==> src/rtl/rf_write_arbiter_pkg.sv <==
// Shared types and constants for the register-file write arbiter.
// Holds the arbitration FSM states, the source-select tag, and the rd decoder.
package rf_write_arbiter_pkg;

  localparam int unsigned XLEN       = 32;
  localparam int unsigned REG_ADDR_W = 5;
  localparam int unsigned NUM_REGS   = 32;

  typedef enum logic [1:0] {
    IDLE  = 2'd0,
    PEND  = 2'd1,
    DRAIN = 2'd2
  } arb_state_e;

  typedef enum logic [1:0] {
    NONE = 2'd0,
    WB   = 2'd1,
    LU   = 2'd2
  } src_sel_e;

  function automatic logic [NUM_REGS-1:0] rd_onehot(input logic [REG_ADDR_W-1:0] rd);
    return NUM_REGS'(1) << rd;
  endfunction

endpackage

==> src/rtl/rf_result_fifo.sv <==
// Small FIFO of buffered long-latency results ({rd, data}).
// Exposes per-entry valid bits and rd fields so the top can build the pending mask.
module rf_result_fifo
  import rf_write_arbiter_pkg::*;
#(
  parameter int unsigned XLEN  = 32,
  parameter int unsigned DEPTH = 2,
  localparam int unsigned PTR_W = $clog2(DEPTH),
  localparam int unsigned CNT_W = PTR_W + 1
) (
  input  logic                                 clk,
  input  logic                                 rst_n,
  input  logic                                 push,
  input  logic [REG_ADDR_W-1:0]                push_rd,
  input  logic [XLEN-1:0]                      push_data,
  input  logic                                 pop,
  output logic [REG_ADDR_W-1:0]                head_rd,
  output logic [XLEN-1:0]                      head_data,
  output logic [CNT_W-1:0]                     count,
  output logic                                 empty,
  output logic [DEPTH-1:0]                     entry_valid,
  output logic [DEPTH-1:0][REG_ADDR_W-1:0]     entry_rd
);

  logic [REG_ADDR_W-1:0] rd_mem   [DEPTH];
  logic [XLEN-1:0]       data_mem [DEPTH];
  logic [PTR_W-1:0]      wr_ptr;
  logic [PTR_W-1:0]      rd_ptr;
  logic                  full;
  logic                  push_ok;
  logic                  pop_ok;
  logic [DEPTH-1:0]      valid_nxt;

  assign full    = (count == CNT_W'(DEPTH));
  assign empty   = (count == '0);
  assign push_ok = push && !full;
  assign pop_ok  = pop && !empty;

  assign head_rd   = rd_mem[rd_ptr];
  assign head_data = data_mem[rd_ptr];

  // Push and pop never target the same slot: that needs empty (no pop) or full (no push).
  always_comb begin
    valid_nxt = entry_valid;
    if (pop_ok)  valid_nxt[rd_ptr] = 1'b0;
    if (push_ok) valid_nxt[wr_ptr] = 1'b1;
  end

  always_ff @(posedge clk or negedge rst_n) begin
    if (!rst_n) begin
      wr_ptr      <= '0;
      rd_ptr      <= '0;
      count       <= '0;
      entry_valid <= '0;
    end else begin
      entry_valid <= valid_nxt;
      count       <= count + CNT_W'(push_ok) - CNT_W'(pop_ok);
      if (push_ok) wr_ptr <= wr_ptr + PTR_W'(1);
      if (pop_ok)  rd_ptr <= rd_ptr + PTR_W'(1);
    end
  end

  always_ff @(posedge clk) begin
    if (push_ok) begin
      rd_mem[wr_ptr]   <= push_rd;
      data_mem[wr_ptr] <= push_data;
    end
  end

  always_comb begin
    entry_rd = '0;
    for (int unsigned i = 0; i < DEPTH; i++) begin
      entry_rd[i] = rd_mem[i];
    end
  end

endmodule

==> src/rtl/rf_write_arbiter.sv <==
// Shares the single register-file write port between write-back and buffered
// long-latency results; write-back wins, with a starvation-forced drain cycle.
module rf_write_arbiter
  import rf_write_arbiter_pkg::*;
#(
  parameter int unsigned XLEN       = rf_write_arbiter_pkg::XLEN,
  parameter int unsigned DEPTH      = 2,
  parameter int unsigned STARVE_MAX = 4,
  localparam int unsigned CNT_W = $clog2(DEPTH) + 1,
  localparam int unsigned SC_W  = $clog2(STARVE_MAX) + 1
) (
  input  logic                  clk,
  input  logic                  rst_n,
  input  logic                  wb_valid,
  input  logic [REG_ADDR_W-1:0] wb_rd,
  input  logic [XLEN-1:0]       wb_data,
  input  logic                  lu_valid,
  input  logic [REG_ADDR_W-1:0] lu_rd,
  input  logic [XLEN-1:0]       lu_data,
  output logic                  lu_ready,
  output logic                  stall_wb,
  output logic                  rf_we,
  output logic [REG_ADDR_W-1:0] rf_rd,
  output logic [XLEN-1:0]       rf_wdata,
  output logic [NUM_REGS-1:0]   pend_mask,
  output logic [CNT_W-1:0]      fifo_count
);

  arb_state_e                    state;
  src_sel_e                      sel;
  logic [SC_W-1:0]               starve_cnt;
  logic [SC_W-1:0]               starve_inc;
  logic                          fifo_push;
  logic                          fifo_pop;
  logic                          fifo_empty;
  logic [CNT_W-1:0]              count_nxt;
  logic                          wb_req;
  logic [REG_ADDR_W-1:0]         head_rd;
  logic [XLEN-1:0]               head_data;
  logic [DEPTH-1:0]              entry_valid;
  logic [DEPTH-1:0][REG_ADDR_W-1:0] entry_rd;

  assign lu_ready  = (fifo_count < CNT_W'(DEPTH));
  // An x0 result is acknowledged but never stored.
  assign fifo_push = lu_valid && lu_ready && (lu_rd != '0);
  assign stall_wb  = (state == DRAIN);
  assign wb_req    = wb_valid && (wb_rd != '0) && !stall_wb;
  assign count_nxt = fifo_count + CNT_W'(fifo_push) - CNT_W'(fifo_pop);
  assign starve_inc = starve_cnt + SC_W'(1);

  rf_result_fifo #(
    .XLEN  (XLEN),
    .DEPTH (DEPTH)
  ) u_fifo (
    .clk         (clk),
    .rst_n       (rst_n),
    .push        (fifo_push),
    .push_rd     (lu_rd),
    .push_data   (lu_data),
    .pop         (fifo_pop),
    .head_rd     (head_rd),
    .head_data   (head_data),
    .count       (fifo_count),
    .empty       (fifo_empty),
    .entry_valid (entry_valid),
    .entry_rd    (entry_rd)
  );

  always_comb begin
    pend_mask = '0;
    for (int unsigned i = 0; i < DEPTH; i++) begin
      if (entry_valid[i]) pend_mask = pend_mask | rd_onehot(entry_rd[i]);
    end
  end

  always_comb begin
    sel      = NONE;
    fifo_pop = 1'b0;
    if (state == DRAIN && !fifo_empty) begin
      sel      = LU;
      fifo_pop = 1'b1;
    end else if (wb_req) begin
      sel = WB;
    end else if (!fifo_empty) begin
      sel      = LU;
      fifo_pop = 1'b1;
    end
  end

  always_ff @(posedge clk or negedge rst_n) begin
    if (!rst_n) begin
      state      <= IDLE;
      starve_cnt <= '0;
    end else begin
      case (state)
        IDLE: begin
          starve_cnt <= '0;
          if (count_nxt != '0) state <= PEND;
        end
        PEND: begin
          if (count_nxt == '0) begin
            state      <= IDLE;
            starve_cnt <= '0;
          end else if (fifo_pop) begin
            starve_cnt <= '0;
          // The forced drain follows the cycle in which the wait count reaches STARVE_MAX-1.
          end else if (starve_inc == SC_W'(STARVE_MAX - 1)) begin
            state      <= DRAIN;
            starve_cnt <= '0;
          end else begin
            starve_cnt <= starve_inc;
          end
        end
        DRAIN: begin
          starve_cnt <= '0;
          state      <= (count_nxt != '0) ? PEND : IDLE;
        end
        default: begin
          state      <= IDLE;
          starve_cnt <= '0;
        end
      endcase
    end
  end

  always_ff @(posedge clk or negedge rst_n) begin
    if (!rst_n) begin
      rf_we    <= 1'b0;
      rf_rd    <= '0;
      rf_wdata <= '0;
    end else begin
      case (sel)
        WB: begin
          rf_we    <= 1'b1;
          rf_rd    <= wb_rd;
          rf_wdata <= wb_data;
        end
        LU: begin
          rf_we    <= 1'b1;
          rf_rd    <= head_rd;
          rf_wdata <= head_data;
        end
        default: rf_we <= 1'b0;
      endcase
    end
  end

endmodule

==> config.mk <==
export PLATFORM = sky130hd
export DESIGN_NAME = rf_write_arbiter
export DESIGN_NICKNAME = d
export VERILOG_FILES = /design/src/rtl/rf_write_arbiter_pkg.sv /design/src/rtl/rf_result_fifo.sv /design/src/rtl/rf_write_arbiter.sv
export SDC_FILE = /design/constraint.sdc
export NUM_CORES = 1
export LEC_CHECK = 0
export CORE_MARGIN = 2
export CORE_UTILIZATION = 48
export DETAILED_ROUTE_END_ITERATION = 10
export MAX_ROUTING_LAYER = met4
export PLACE_DENSITY = 0.86
export SLEW_MARGIN = 20
export SYNTH_ARGS = -nofsm -noshare
export SYNTH_HDL_FRONTEND = slang
export SYNTH_HIERARCHICAL = 1
export SYNTH_SLANG_ARGS = --single-unit
==> constraint.sdc <==
create_clock -name clk -period 3.3 [get_ports clk]
set_input_delay 0.33 -clock clk [delete_from_list [all_inputs] [get_ports clk]]
set_output_delay 0.33 -clock clk [all_outputs]
set_load 0.01 [all_outputs]
# == Word level (Yosys, flattened, before mapping) ==
# Memory sizes are Yosys's and may differ from the RTL's.
# Index checks and enable logic that the tools add are counted.
# totals
regBits,49
ram_bits,74
mem_count,2
input_bits,78
output_inout_bits,74
# classes
n_addsub,7
n_lt_le_gt_ge,5
n_mux,29
n_eq_ne,9
bitwise_logic,4
shift,2
n_reduce_logical,21
# mem_list
memory,depth,word_bits,read_ports,rd_ports_with_merged_regs,write_ports,line,text
u_fifo.data_mem,2,32,1,0,1,rf_result_fifo.sv:26,logic [XLEN-1:0] data_mem [DEPTH];
u_fifo.rd_mem,2,5,3,0,1,rf_result_fifo.sv:25,logic [REG_ADDR_W-1:0] rd_mem [DEPTH];
# ops
cell,count
$mux 32,2
$pmux 32 s2,1
$shl 1x5->32 const A,2
$or 32x32->32,1
$mux 2,9
$mux 3,4
$pmux 5 s2,1
$reduce_bool 5->1,2
$logic_and 1x1->1,9
$mux 1,9
$eq 2x2->1 const B,3
$logic_not 2->1,3
$ne 3x3->1 const B,2
$pmux 2 s3,1
$add 2x1->2,2
$eq 2x1->1 const B,2
$lt 1x2->1 const B,2
$reduce_bool 2->1,2
$sub 2x1->2,2
$add 3x1->3 const B,1
$eq 3x2->1 const B,1
$logic_not 1->1,3
$reduce_and 3->1,1
$add 1x1->1 const B,2
other kinds (8),10

# == Logic depth before layout (Yosys ltp) ==
# Gate-level depths: netlist of the first run.
# logic_depth
depth_word,9
depth_mapped,9
ltp_nobuf,9

# == Hierarchy ==
# Netlist of the first run, hierarchy kept.
# by_module_without_submodules
module,n_inst,cells_per_inst,seq_area_each_um2,area_per_inst_um2
rf_result_fifo,1,140,2372.3,2987.9
rf_write_arbiter,1,272,1076.0,2494.9

# == Least setup slack after synthesis of the first run ==
# Ideal clock, no wire load.
# synth_timing
kind,register -> register
start,reg u_fifo.count[1]
end,"mem u_fifo.data_mem[0][0], enable pin"
required_time_ns,2.869
path_slack_ns,0.325
stages_incl_launch_ff,6
setup_time_ns,0.431
t_arrival_ns,2.544
period_less_slack_ns,2.975
cell_sequence,dfrtp_1 > and2b_2 > o21ai_1 > inv_1 > nand2_2 > nor2_1
# synth_via
elab_chain_cells,6
# synth_lines
item,line,text
from (decl),rf_result_fifo.sv:19,"output logic [CNT_W-1:0] count,"
from (signal assigned),rf_result_fifo.sv:57,count <= count + CNT_W'(push_ok) - CNT_W'(pop_ok);
$lt 2x2->1,rf_write_arbiter.sv:43,assign lu_ready = (fifo_count < CNT_W'(DEPTH));
$logic_and 1x1->1 (2 in series),rf_write_arbiter.sv:45,assign fifo_push = lu_valid && lu_ready && (lu_rd != '0);
net fifo_push,rf_write_arbiter.sv:33,logic fifo_push;
$logic_and 1x1->1,rf_result_fifo.sv:36,assign push_ok = push && !full;
$mux 1,rf_result_fifo.sv:64,if (push_ok) begin
$mux 1 (not written as such),rf_result_fifo.sv:66,data_mem[wr_ptr] <= push_data;
to (decl),rf_result_fifo.sv:26,
# The timed path passes the listed nets, and every way through them passes these cells.

# == Final worst setup path of the first run ==
# layout_timing
start,in wb_rd[3]
end,reg state[1]
# layout_via
elab_chain_cells,9
# layout_lines
item,line,text
from (decl),rf_write_arbiter.sv:15,"input logic [REG_ADDR_W-1:0] wb_rd,"
$reduce_bool 5->1 *,rf_write_arbiter.sv:47,assign wb_req = wb_valid && (wb_rd != '0) && !stall_wb;
$logic_and 1x1->1 * (2 in series),rf_write_arbiter.sv:47,
$mux 1 *,rf_write_arbiter.sv:82,end else if (wb_req) begin
$mux 1 *,rf_write_arbiter.sv:79,if (state == DRAIN && !fifo_empty) begin
net fifo_pop,rf_write_arbiter.sv:34,logic fifo_pop;
$sub 2x1->2,rf_write_arbiter.sv:48,assign count_nxt = fifo_count + CNT_W'(fifo_push) - CNT_W'(fifo_pop);
$logic_not 2->1 / $reduce_bool 2->1 (equally long branches),"rf_write_arbiter.sv:101, rf_write_arbiter.sv:98",
$ne 3x3->1 (no line) (tied with other cells),--,
$reduce_and 3->1 (no line) / $pmux 2 s3 (equally long branches),--,
to (signal assigned),rf_write_arbiter.sv:116,state <= (count_nxt != '0) ? PEND : IDLE;
to (decl),rf_write_arbiter.sv:29,arb_state_e state;
# The timed path passes the listed nets; every way through them passes the cells marked *.
# A chain may end at the register's enable or synchronous reset.

==> flow_summary.json, run 1 <==
{
  "n_fill_cell": 774,
  "synth_top_family_by_area": "multiplexers",
  "finalSetupTns_ps": 0,
  "ios": 152,
  "min_from": "rf_wdata[10]",
  "rr_startpoint": "u_fifo/count[1]",
  "min_to": "rf_wdata[10]",
  "grt_pass1_wl_mm": 21.6,
  "setup_viol": 0,
  "drtPass1Iterations": 6,
  "netlist_instances": 412,
  "ant_nets": 0,
  "netlist_area_um2": 5480,
  "arrival_ps": 2780,
  "post-place-ws_ps": 395,
  "drtIter0Drc": 463,
  "muxShareOfSynthArea_pct": 14.8,
  "critPathSlowestCell": "nor4_1",
  "async_flop_share_pct": 39.8,
  "placed_area_um2": 7150,
  "final_cell_mix": "clkdlybuf4s50_1 (150), edfxtp_1 (74), dfrtp_1 (48), nand2_1 (47), o21ai_0 (39)",
  "synth_xor_area_share_pct": 1.41,
  "reg2reg_to": "rf_wdata[27]",
  "synthFlopType": "edfxtp_1",
  "ys_seq_elements": 123,
  "fin_cells": 725,
  "worst-path-max-fanout": 4,
  "drv_slew": 0,
  "drc": 0,
  "r2r_cells": 6,
  "max_stage_delay_ps": 530,
  "cts_hold_buf": 1,
  "design_area_um2": 7800,
  "antenna_found_initial": 0,
  "insertion_delay_ps": 400,
  "cts_tree": "yes",
  "synth_cell_types": 41,
  "cts_resized": 0,
  "initial_utilization_pct": 48.6,
  "crit_required_ps": 3560,
  "worstHoldPathCells": 2,
  "cp-end-kind": "flop",
  "numPortBuffers": 151,
  "syn_nets": 496,
  "startpoint_type": "input port",
  "synth_simple_gate_area_share_pct": 8.08,
  "synth_compound_area_share_pct": 8.72,
  "hpwl_mm": 9.39,
  "num_antenna_cells": 0,
  "fin_crit_ps": 2520,
  "rows": 39,
  "cp_num_buf_inv": 2,
  "rsz0062_at_grt": "no",
  "grt-ovfl-total": 0,
  "r2r_slack_ps": 1020,
  "die_y_um": 111,
  "tightest_slew_ps": 1050,
  "clock-sinks": 123,
  "areaGrowthSynthToFinish_pct": 42.3,
  "ir_drop_uv": 573,
  "max_clock_freq_mhz": 397,
  "layout.nets": 654,
  "p_leak_nw": 2.86,
  "clock-root-buffer": "clkbuf_16",
  "setup_slack_ps": 779,
  "totalWireLength_mm": 13.6,
  "final_common_cell": "clkdlybuf4s50_1",
  "critical_path_class": "in -> reg",
  "grt_max_degree": 43,
  "fin_skew_ps": 7.23,
  "dp.cells": 693,
  "crit_chain": "clkdlybuf4s50_1 -> nor4_1 -> nand2b_1 -> a31oi_1 -> ha_1 -> inv_1 -> ha_1 -> xor3_2 -> o21ai_2 -> nor3b_1",
  "drive_gt1_share_pct": 14.9,
  "synthAdderAreaFrac_pct": 1.37,
  "syn_area_per_cell_um2": 13.3,
  "core_um2": 11300,
  "cts_buffers": 17,
  "cts_setup_buffers": 0,
  "seq_area_frac_synth_pct": 62.9,
  "post-route-period-util_pct": 76.4,
  "cap_violations": 0,
  "post_drt_wl_per_cell_um": 18.7,
  "via_count": 4068,
  "htree_levels": 4,
  "hold_viol": 0,
  "die-area_um2": 12300,
  "grt_use_total_pct": 23.3,
  "fp.dieW_um": 111,
  "synth_edf_count": 74,
  "gp_congestion": 0.887,
  "grt_pass1_vias": 4094,
  "slew_headroom_pct": 30.2,
  "hp-class": "reg -> reg",
  "viasPerCell": 5.61,
  "clkSlewWorstSetupHoldPaths_ps": 50,
  "clk_path_buf_depth": 2,
  "yosysWarnings": 6,
  "outcome": "finished, final reports clean",
  "powerDensity_nw_per_um2": 859,
  "crit_top_cell": "ha_1",
  "path_delay_family": "simple AND/OR/NAND/NOR gates"
}
area by class of cell:
| class | instances | area [um^2] | area share (%) |
|---|---|---|---|
| inverter | 8 | 30.0 | 0.385 |
| sequential | 123 | 3450 | 44.2 |
| clock inverter | 12 | 196 | 2.52 |
| clock buffer | 19 | 443 | 5.68 |
| tap | 143 | 179 | 2.29 |
| multi-input combinational | 262 | 1900 | 24.4 |
| timing repair buffer | 158 | 1600 | 20.5 |
flip-flops by register name, summed over array words and instances, names as in the netlist:
name and count:
state 2, u_fifo/count 2, rf_rd 5, u_fifo/data_mem 64
u_fifo/entry_valid 2, starve_cnt 3, u_fifo/wr_ptr 1, rf_we 1
u_fifo/rd_mem 10, rf_wdata 32, u_fifo/rd_ptr 1
cell usage after synthesis, drive strengths merged (2+ instances only):
cell type	n	area (um^2)
a31oi	2	12.5
and2b	2	16.3
edfxtp	74	2220
inv	8	30.0
ha	6	75.1
mux2	37	443
xnor2	5	43.8
nand4	2	12.5
nand2	48	183
o22ai	32	200
nor4	3	18.8
dfrtp	49	1230
nor2b	6	37.5
o21ai	44	228
or2	3	18.8
clkbuf	7	26.3
mux2i	37	370
nor2	7	26.3
nand2b	9	58.8
nand3	9	45.0
buf	12	91.3
worst register-to-register path: cells and delay by family (launching register included):
kind,cells,cell delay [ps]
compound gates,2,190
fa+ha+maj,1,790
buf+inv,1,340
flops,1,480
simple gates,2,380
worst max path at each step:
stage	to	from	slack, ps	depth (start not counted)
6_report	state[1]	wb_rd[3]	780	10
5_1_grt	rf_wdata[27]	wb_rd[3]	530	8
4_1_cts	state[1]	wb_rd[3]	770	10
3_5_place_dp	rf_wdata[27]	wb_rd[3]	400	7
3_3_place_gp	starve_cnt[1]	wb_rd[3]	530	10
2_1_floorplan	u_fifo/data_mem[0][0]	u_fifo/count[1]	330	5
power by group:
group | internal (W) | switching (W)
clock | 0.00135 | 0.000638
combinational | 0.00118 | 0.00102
sequential | 0.00212 | 0.000391
layer usage:
| layer | vias up | share of wire, % | track usage, % |
|---|---|---|---|
| li1 | 1859 | - | - |
| met1 | 1978 | 39 | 27.5 |
| met2 | 207 | 51 | 39.4 |
| met3 | 24 | 7.8 | 6.40 |
| met4 | 0 | 1.9 | 6.67 |
| met5 | - | 0 | - |
through the flow:
stage	utilization, %	power, W	hold WS, ps
2_1_floorplan	-	0.00369	34.4
3_3_place_gp	63.4	0.00462	352
3_5_place_dp	63.4	0.00472	375
4_1_cts	69.2	0.00674	490
5_1_grt	69.2	0.00703	504
6_report	69.2	0.00670	484
cell families after synthesis:
kind of cell | count (synthesis)
buffers and inverters | 27
multiplexers | 74
flip-flops | 123
AND/OR/NAND/NOR | 93
adder cells (fa/ha/maj) | 6
AO/OA/AOI/OAI | 82
XOR/XNOR | 7
Power figures use the tool's default switching activity.
==> inputs of run 2 (changes only) <==
--- a/config.mk
+++ b/config.mk
@@ -6,10 +6,10 @@
 export NUM_CORES = 1
 export LEC_CHECK = 0
 export CORE_MARGIN = 2
-export CORE_UTILIZATION = 48
+export CORE_UTILIZATION = 44
 export DETAILED_ROUTE_END_ITERATION = 10
 export MAX_ROUTING_LAYER = met4
-export PLACE_DENSITY = 0.86
+export PLACE_DENSITY = 0.83
 export SLEW_MARGIN = 20
 export SYNTH_ARGS = -nofsm -noshare
 export SYNTH_HDL_FRONTEND = slang
==> constraint.sdc (replaced) <==
create_clock -name clk -period 2.25 [get_ports clk]
set_input_delay 0.225 -clock clk [delete_from_list [all_inputs] [get_ports clk]]
set_output_delay 0.225 -clock clk [all_outputs]
set_load 0.01 [all_outputs]
==> flow_summary.json, run 2 (synthesis results as in run 1) <==
{
  "outcome": "finished, final reports clean",
  "p_leak_nw": 3.47,
  "areaGrowthSynthToFinish_pct": 50.4,
  "clock-root-buffer": "clkbuf_16",
  "antenna_found_initial": 0,
  "worst-path-max-fanout": 4,
  "critPathSlowestCell": "clkdlybuf4s50_1",
  "p_seq_share_pct": 35.8,
  "max_stage_delay_ps": 560,
  "critical_path_class": "reg -> out",
  "cts_buffers": 17,
  "p_sw_share_pct": 31.8,
  "via_count": 4166,
  "cp-end-kind": "output pin",
  "viasPerCell": 5.33,
  "clock-sinks": 123,
  "rows": 40,
  "drtPass1Iterations": 5,
  "cap_violations": 0,
  "grt_pass1_vias": 4372,
  "crit_required_ps": 2030,
  "post_drt_wl_per_cell_um": 18.0,
  "switchingPower_w": 0.00314,
  "htree_levels": 4,
  "post-route-period-util_pct": 99.1,
  "die-area_um2": 13400,
  "setup_viol": 0,
  "drc": 0,
  "rsz0062_at_grt": "yes",
  "grt_use_total_pct": 22.2,
  "placed_area_um2": 7370,
  "hp-class": "in -> reg",
  "startpoint_type": "flop",
  "clk_path_buf_depth": 2,
  "p_int_w": 0.00674,
  "grt-ovfl-total": 0,
  "largest_register_ffs": 64,
  "n_fill_cell": 867,
  "dp.cells": 735,
  "gp_congestion": 0.974,
  "ant_nets": 0,
  "initial_utilization_pct": 45.3,
  "final_cell_mix": "clkdlybuf4s50_1 (120), edfxtp_1 (74), nand2_1 (47), dfrtp_1 (47), o21ai_0 (39)",
  "layout.nets": 684,
  "final_common_cell": "clkdlybuf4s50_1",
  "numPortBuffers": 151,
  "crit_chain": "nor2_1 -> nand3_1 -> o22ai_1 -> clkdlybuf4s50_1",
  "num_antenna_cells": 0,
  "cp_num_buf_inv": 1,
  "regMostFlops": "u_fifo/data_mem",
  "grt_pass1_wl_mm": 21.8,
  "fin_crit_ps": 2230,
  "powerDensity_nw_per_um2": 1200,
  "cts_tree": "yes",
  "drive_gt1_share_pct": 23.0,
  "rr_startpoint": "state[0]",
  "slew_headroom_pct": 54.2,
  "fin_skew_ps": 13.6,
  "drv_slew": 0,
  "hold_viol": 0,
  "totalWireLength_mm": 14.1,
  "reg_top3": "u_fifo/data_mem x64, rf_wdata x32, u_fifo/rd_mem x10",
  "drtIter0Drc": 351,
  "finalSetupTns_ps": 0,
  "ir_drop_uv": 591,
  "fin_cells": 781,
  "ios": 152,
  "startpoint": "u_fifo/rd_mem[0][4]",
  "path_delay_family": "buffers and inverters",
  "hpwl_mm": 9.48,
  "clockPowerShare_pct": 26.5,
  "die_y_um": 116,
  "fp.dieW_um": 116,
  "tightest_slew_ps": 687,
  "max_clock_freq_mhz": 449,
  "core_um2": 12100,
  "arrival_ps": 2000,
  "p_comb_share_pct": 37.7,
  "grt_max_degree": 38,
  "design_area_um2": 8250,
  "insertion_delay_ps": 410,
  "min_from": "lu_rd[2]",
  "clkSlewWorstSetupHoldPaths_ps": 60
}
## run 2: cell types whose count changed in the layout (fill, tap and decap cells not counted), moves of 4 or more
cell / before / now
clkdlybuf4s50_1: 150 / 120
clkinv_4: 1 / 5
buf_4: 3 / 27
dlymetal6s2s_1: 0 / 27
nor2b_1: 6 / 0
nor2b_2: 0 / 4
buf_12: 3 / 8
## run 2: layout make-up
cell class / instances / area [um^2] / share of cell area, %
Timing Repair Buffer: 188 / 1970 / 23.9
Tap cell: 168 / 210 / 2.55
Multi-Input combinational cell: 262 / 2010 / 24.3
Clock buffer: 17 / 425 / 5.16
Inverter: 8 / 30.0 / 0.364
Clock inverter: 15 / 153 / 1.85
Sequential cell: 123 / 3450 / 41.8
## run 2: final timing paths
path	depth (start not counted)	endpoint	slack (ps)
max reg2reg	8	starve_cnt[2]	130
min in group asynchronous	2	rf_wdata[25]	390
min	1	u_fifo/rd_mem[0][2]	80
min reg2reg	1	starve_cnt[0]	480
max	4	pend_mask[2]	20
max in group asynchronous	3	rf_wdata[3]	1270
## run 2: power groups by stage
| stage | Clock, W | Combinational (W) | Sequential, W |
|---|---|---|---|
| after global routing | 0.00279 | 0.00403 | 0.00362 |
| after detailed placement | 0 | 0.00354 | 0.00356 |
| after global placement | 0 | 0.00343 | 0.00352 |
| after CTS | 0.00268 | 0.00360 | 0.00353 |
| after floorplan | 0 | 0.00178 | 0.00363 |
| final | 0.00263 | 0.00372 | 0.00354 |
## run 2: metal layers
layer	global-route usage [%]	up-vias	part of all wire, %
met2	38.0	192	52
met3	5.96	23	5.7
met4	7.78	0	1.6
met5	-	-	0
li1	-	1919	-
met1	25.3	2032	41
## run 2: timing repair
action,CTS,global route
gates resized for setup,8,49
pin swaps,0,9
hold buffers,1,0
hold endpoints to repair,24,0
setup endpoints to repair,25,34
buffers inserted,5,7
## run 2: metrics by stage
stage	hold slack (ps)	utilization, %	setup slack [ps]	total power (W)
after detailed placement	303	60.9	-437	0.00710
after global placement	283	60.9	-339	0.00695
after global routing	66.2	68.1	-60.6	0.0104
after CTS	373	66.2	-10.6	0.00980
final	83.1	68.1	20.6	0.00989
after floorplan	-70.6	-	-116	0.00541
==> inputs of run 3 (changes only) <==
==> constraint.sdc (replaced) <==
create_clock -name clk -period 1.9 [get_ports clk]
set_input_delay 0.19 -clock clk [delete_from_list [all_inputs] [get_ports clk]]
set_output_delay 0.19 -clock clk [all_outputs]
set_load 0.01 [all_outputs]
==> flow_summary.json, run 3 (synthesis results as in run 1) <==
{
  "final_common_cell": "clkdlybuf4s50_1",
  "die-area_um2": 13400,
  "regMostFlops": "u_fifo/data_mem",
  "startpoint": "wb_rd[4]",
  "clkSlewWorstSetupHoldPaths_ps": 50,
  "n_fill_cell": 829,
  "finalSetupTns_ps": -255,
  "rsz0062_at_grt": "yes",
  "ant_nets": 0,
  "gp_congestion": 0.979,
  "ir_drop_uv": 1090,
  "startpoint_type": "input port",
  "worstHoldPathCells": 1,
  "viasPerCell": 5.31,
  "reg_top3": "u_fifo/data_mem x64, rf_wdata x32, u_fifo/rd_mem x10",
  "post-place-ws_ps": -633,
  "numPortBuffers": 151,
  "design_area_um2": 8520,
  "drtIter0Drc": 297,
  "antenna_found_initial": 0,
  "arrival_ps": 2220,
  "fp.dieW_um": 116,
  "layout.area.seq_um2": 3450,
  "p_comb_share_pct": 41.4,
  "crit_top_cell": "ha_4",
  "powerDensity_nw_per_um2": 1470,
  "cts_buffers": 17,
  "tightest_slew_ps": 673,
  "clockPowerShare_pct": 26.0,
  "min_from": "lu_rd[2]",
  "rr_startpoint": "u_fifo/count[1]",
  "p_sw_share_pct": 31.7,
  "switchingPower_w": 0.00398,
  "totalWireLength_mm": 15.2,
  "layout.nets": 712,
  "grt_pass1_vias": 4453,
  "crit_chain": "dlygate4sd2_1 -> nor4_4 -> nand2b_1 -> a31oi_4 -> ha_4 -> inv_2 -> ha_4 -> xor3_2 -> o21ai_4 -> nor4_2",
  "path_delay_family": "simple AND/OR/NAND/NOR gates",
  "fin_crit_ps": 1960,
  "critical_path_class": "in -> reg",
  "hp-class": "in -> reg",
  "initial_utilization_pct": 45.3,
  "areaGrowthSynthToFinish_pct": 55.4,
  "worst-path-max-fanout": 4,
  "drc": 0,
  "setup_slack_ps": -61.3,
  "fin_skew_ps": 6.47,
  "cts_tree": "yes",
  "drtPass1Iterations": 5,
  "hpwl_mm": 9.30,
  "p_int_w": 0.00859,
  "post-route-period-util_pct": 103,
  "critPathSlowestCell": "dlygate4sd2_1",
  "largest_register_ffs": 64,
  "via_count": 4293,
  "path_depth": 10,
  "slew_headroom_pct": 55.0,
  "max_stage_delay_ps": 320,
  "drive_gt1_share_pct": 35.6,
  "clock-root-buffer": "clkbuf_16",
  "rows": 40,
  "p_seq_share_pct": 32.6,
  "r2r_cells": 9,
  "final_cell_mix": "clkdlybuf4s50_1 (109), edfxtp_1 (74), buf_4 (50), dfrtp_1 (47), nand2_1 (42)",
  "clk_path_buf_depth": 2,
  "hold_viol": 0,
  "min_to": "u_fifo/rd_mem[0][2]",
  "drv_slew": 0,
  "grt_max_degree": 40,
  "cp_num_buf_inv": 2,
  "num_antenna_cells": 0,
  "p_leak_nw": 3.33,
  "core_um2": 12100,
  "insertion_delay_ps": 410,
  "cap_violations": 0,
  "grt_use_total_pct": 22.5,
  "post_drt_wl_per_cell_um": 18.8,
  "whs_ps": 142,
  "crit_required_ps": 2160,
  "setup_viol": 7,
  "multi_input_area_um2": 2290,
  "htree_levels": 4,
  "outcome": "finished, violations left",
  "placed_area_um2": 7400,
  "die_y_um": 116,
  "grt-ovfl-total": 0,
  "reg2reg_to": "starve_cnt[1]",
  "clock-sinks": 123,
  "ios": 152,
  "grt_pass1_wl_mm": 22.0,
  "r2r_slack_ps": -30,
  "failed_checks": "setup timing",
  "cp-end-kind": "flop",
  "max_clock_freq_mhz": 510
}
-- run 3: cell types whose count changed in the layout (fill, tap and decap cells not counted), moves of 7 or more --
cell,before,now
dlymetal6s2s_1,27,2
o22ai_1,31,22
buf_2,1,18
clkdlybuf4s50_1,120,109
clkbuf_2,0,12
buf_4,27,50
o22ai_2,1,10
buf_6,0,7
-- run 3: final cells by class --
type	instances	area share, %
Sequential cell	123	40.5
Multi-Input combinational cell	264	26.9
Timing Repair Buffer	214	22.7
Clock buffer	25	5.81
Tap cell	168	2.47
Clock inverter	7	1.32
Inverter	8	0.352
-- run 3: worst max-delay path by stage --
stage / to / slack (ps)
5_1_grt: pend_mask[7] / -140
4_1_cts: pend_mask[8] / -120
6_report: starve_cnt[1] / -60
3_3_place_gp: starve_cnt[1] / -530
2_1_floorplan: starve_cnt[0] / 1
3_5_place_dp: starve_cnt[2] / -630
-- run 3: per-stage QoR --
step	std cells	utilization, %	total power (W)
finish	809	70.4	0.0126
global route	809	70.4	0.0132
CTS	794	67.6	0.0119
detailed placement	743	61.1	0.00838
global placement	743	61.1	0.00818
floorplan	412	-	0.00644
-- run 3: power by group through the flow --
stage                     Clock [W]  Sequential (W)  Combinational, W
after floorplan                   0         0.00430           0.00213
after global placement            0         0.00406           0.00412
after detailed placement          0         0.00411           0.00426
after CTS                   0.00333         0.00409           0.00453
after global routing        0.00343         0.00417           0.00556
final                       0.00326         0.00410           0.00521
-- run 3: per-layer routing --
metal	global-route usage, %	part of all wire [%]	up-vias
li1	-	-	1976
met1	24.4	39	2107
met2	39.7	55	183
met3	5.44	5.2	27
met4	8.89	1.7	0
met5	-	0	-
-- run 3: repair_timing --
item	4_1_cts	5_1_grt
resized for setup	99	96
hold buffers	1	0
endpoints found under the setup margin	142	60
pin swaps	1	18
hold endpoints to repair	21	0
setup buffers	16	14
cloned	2	2
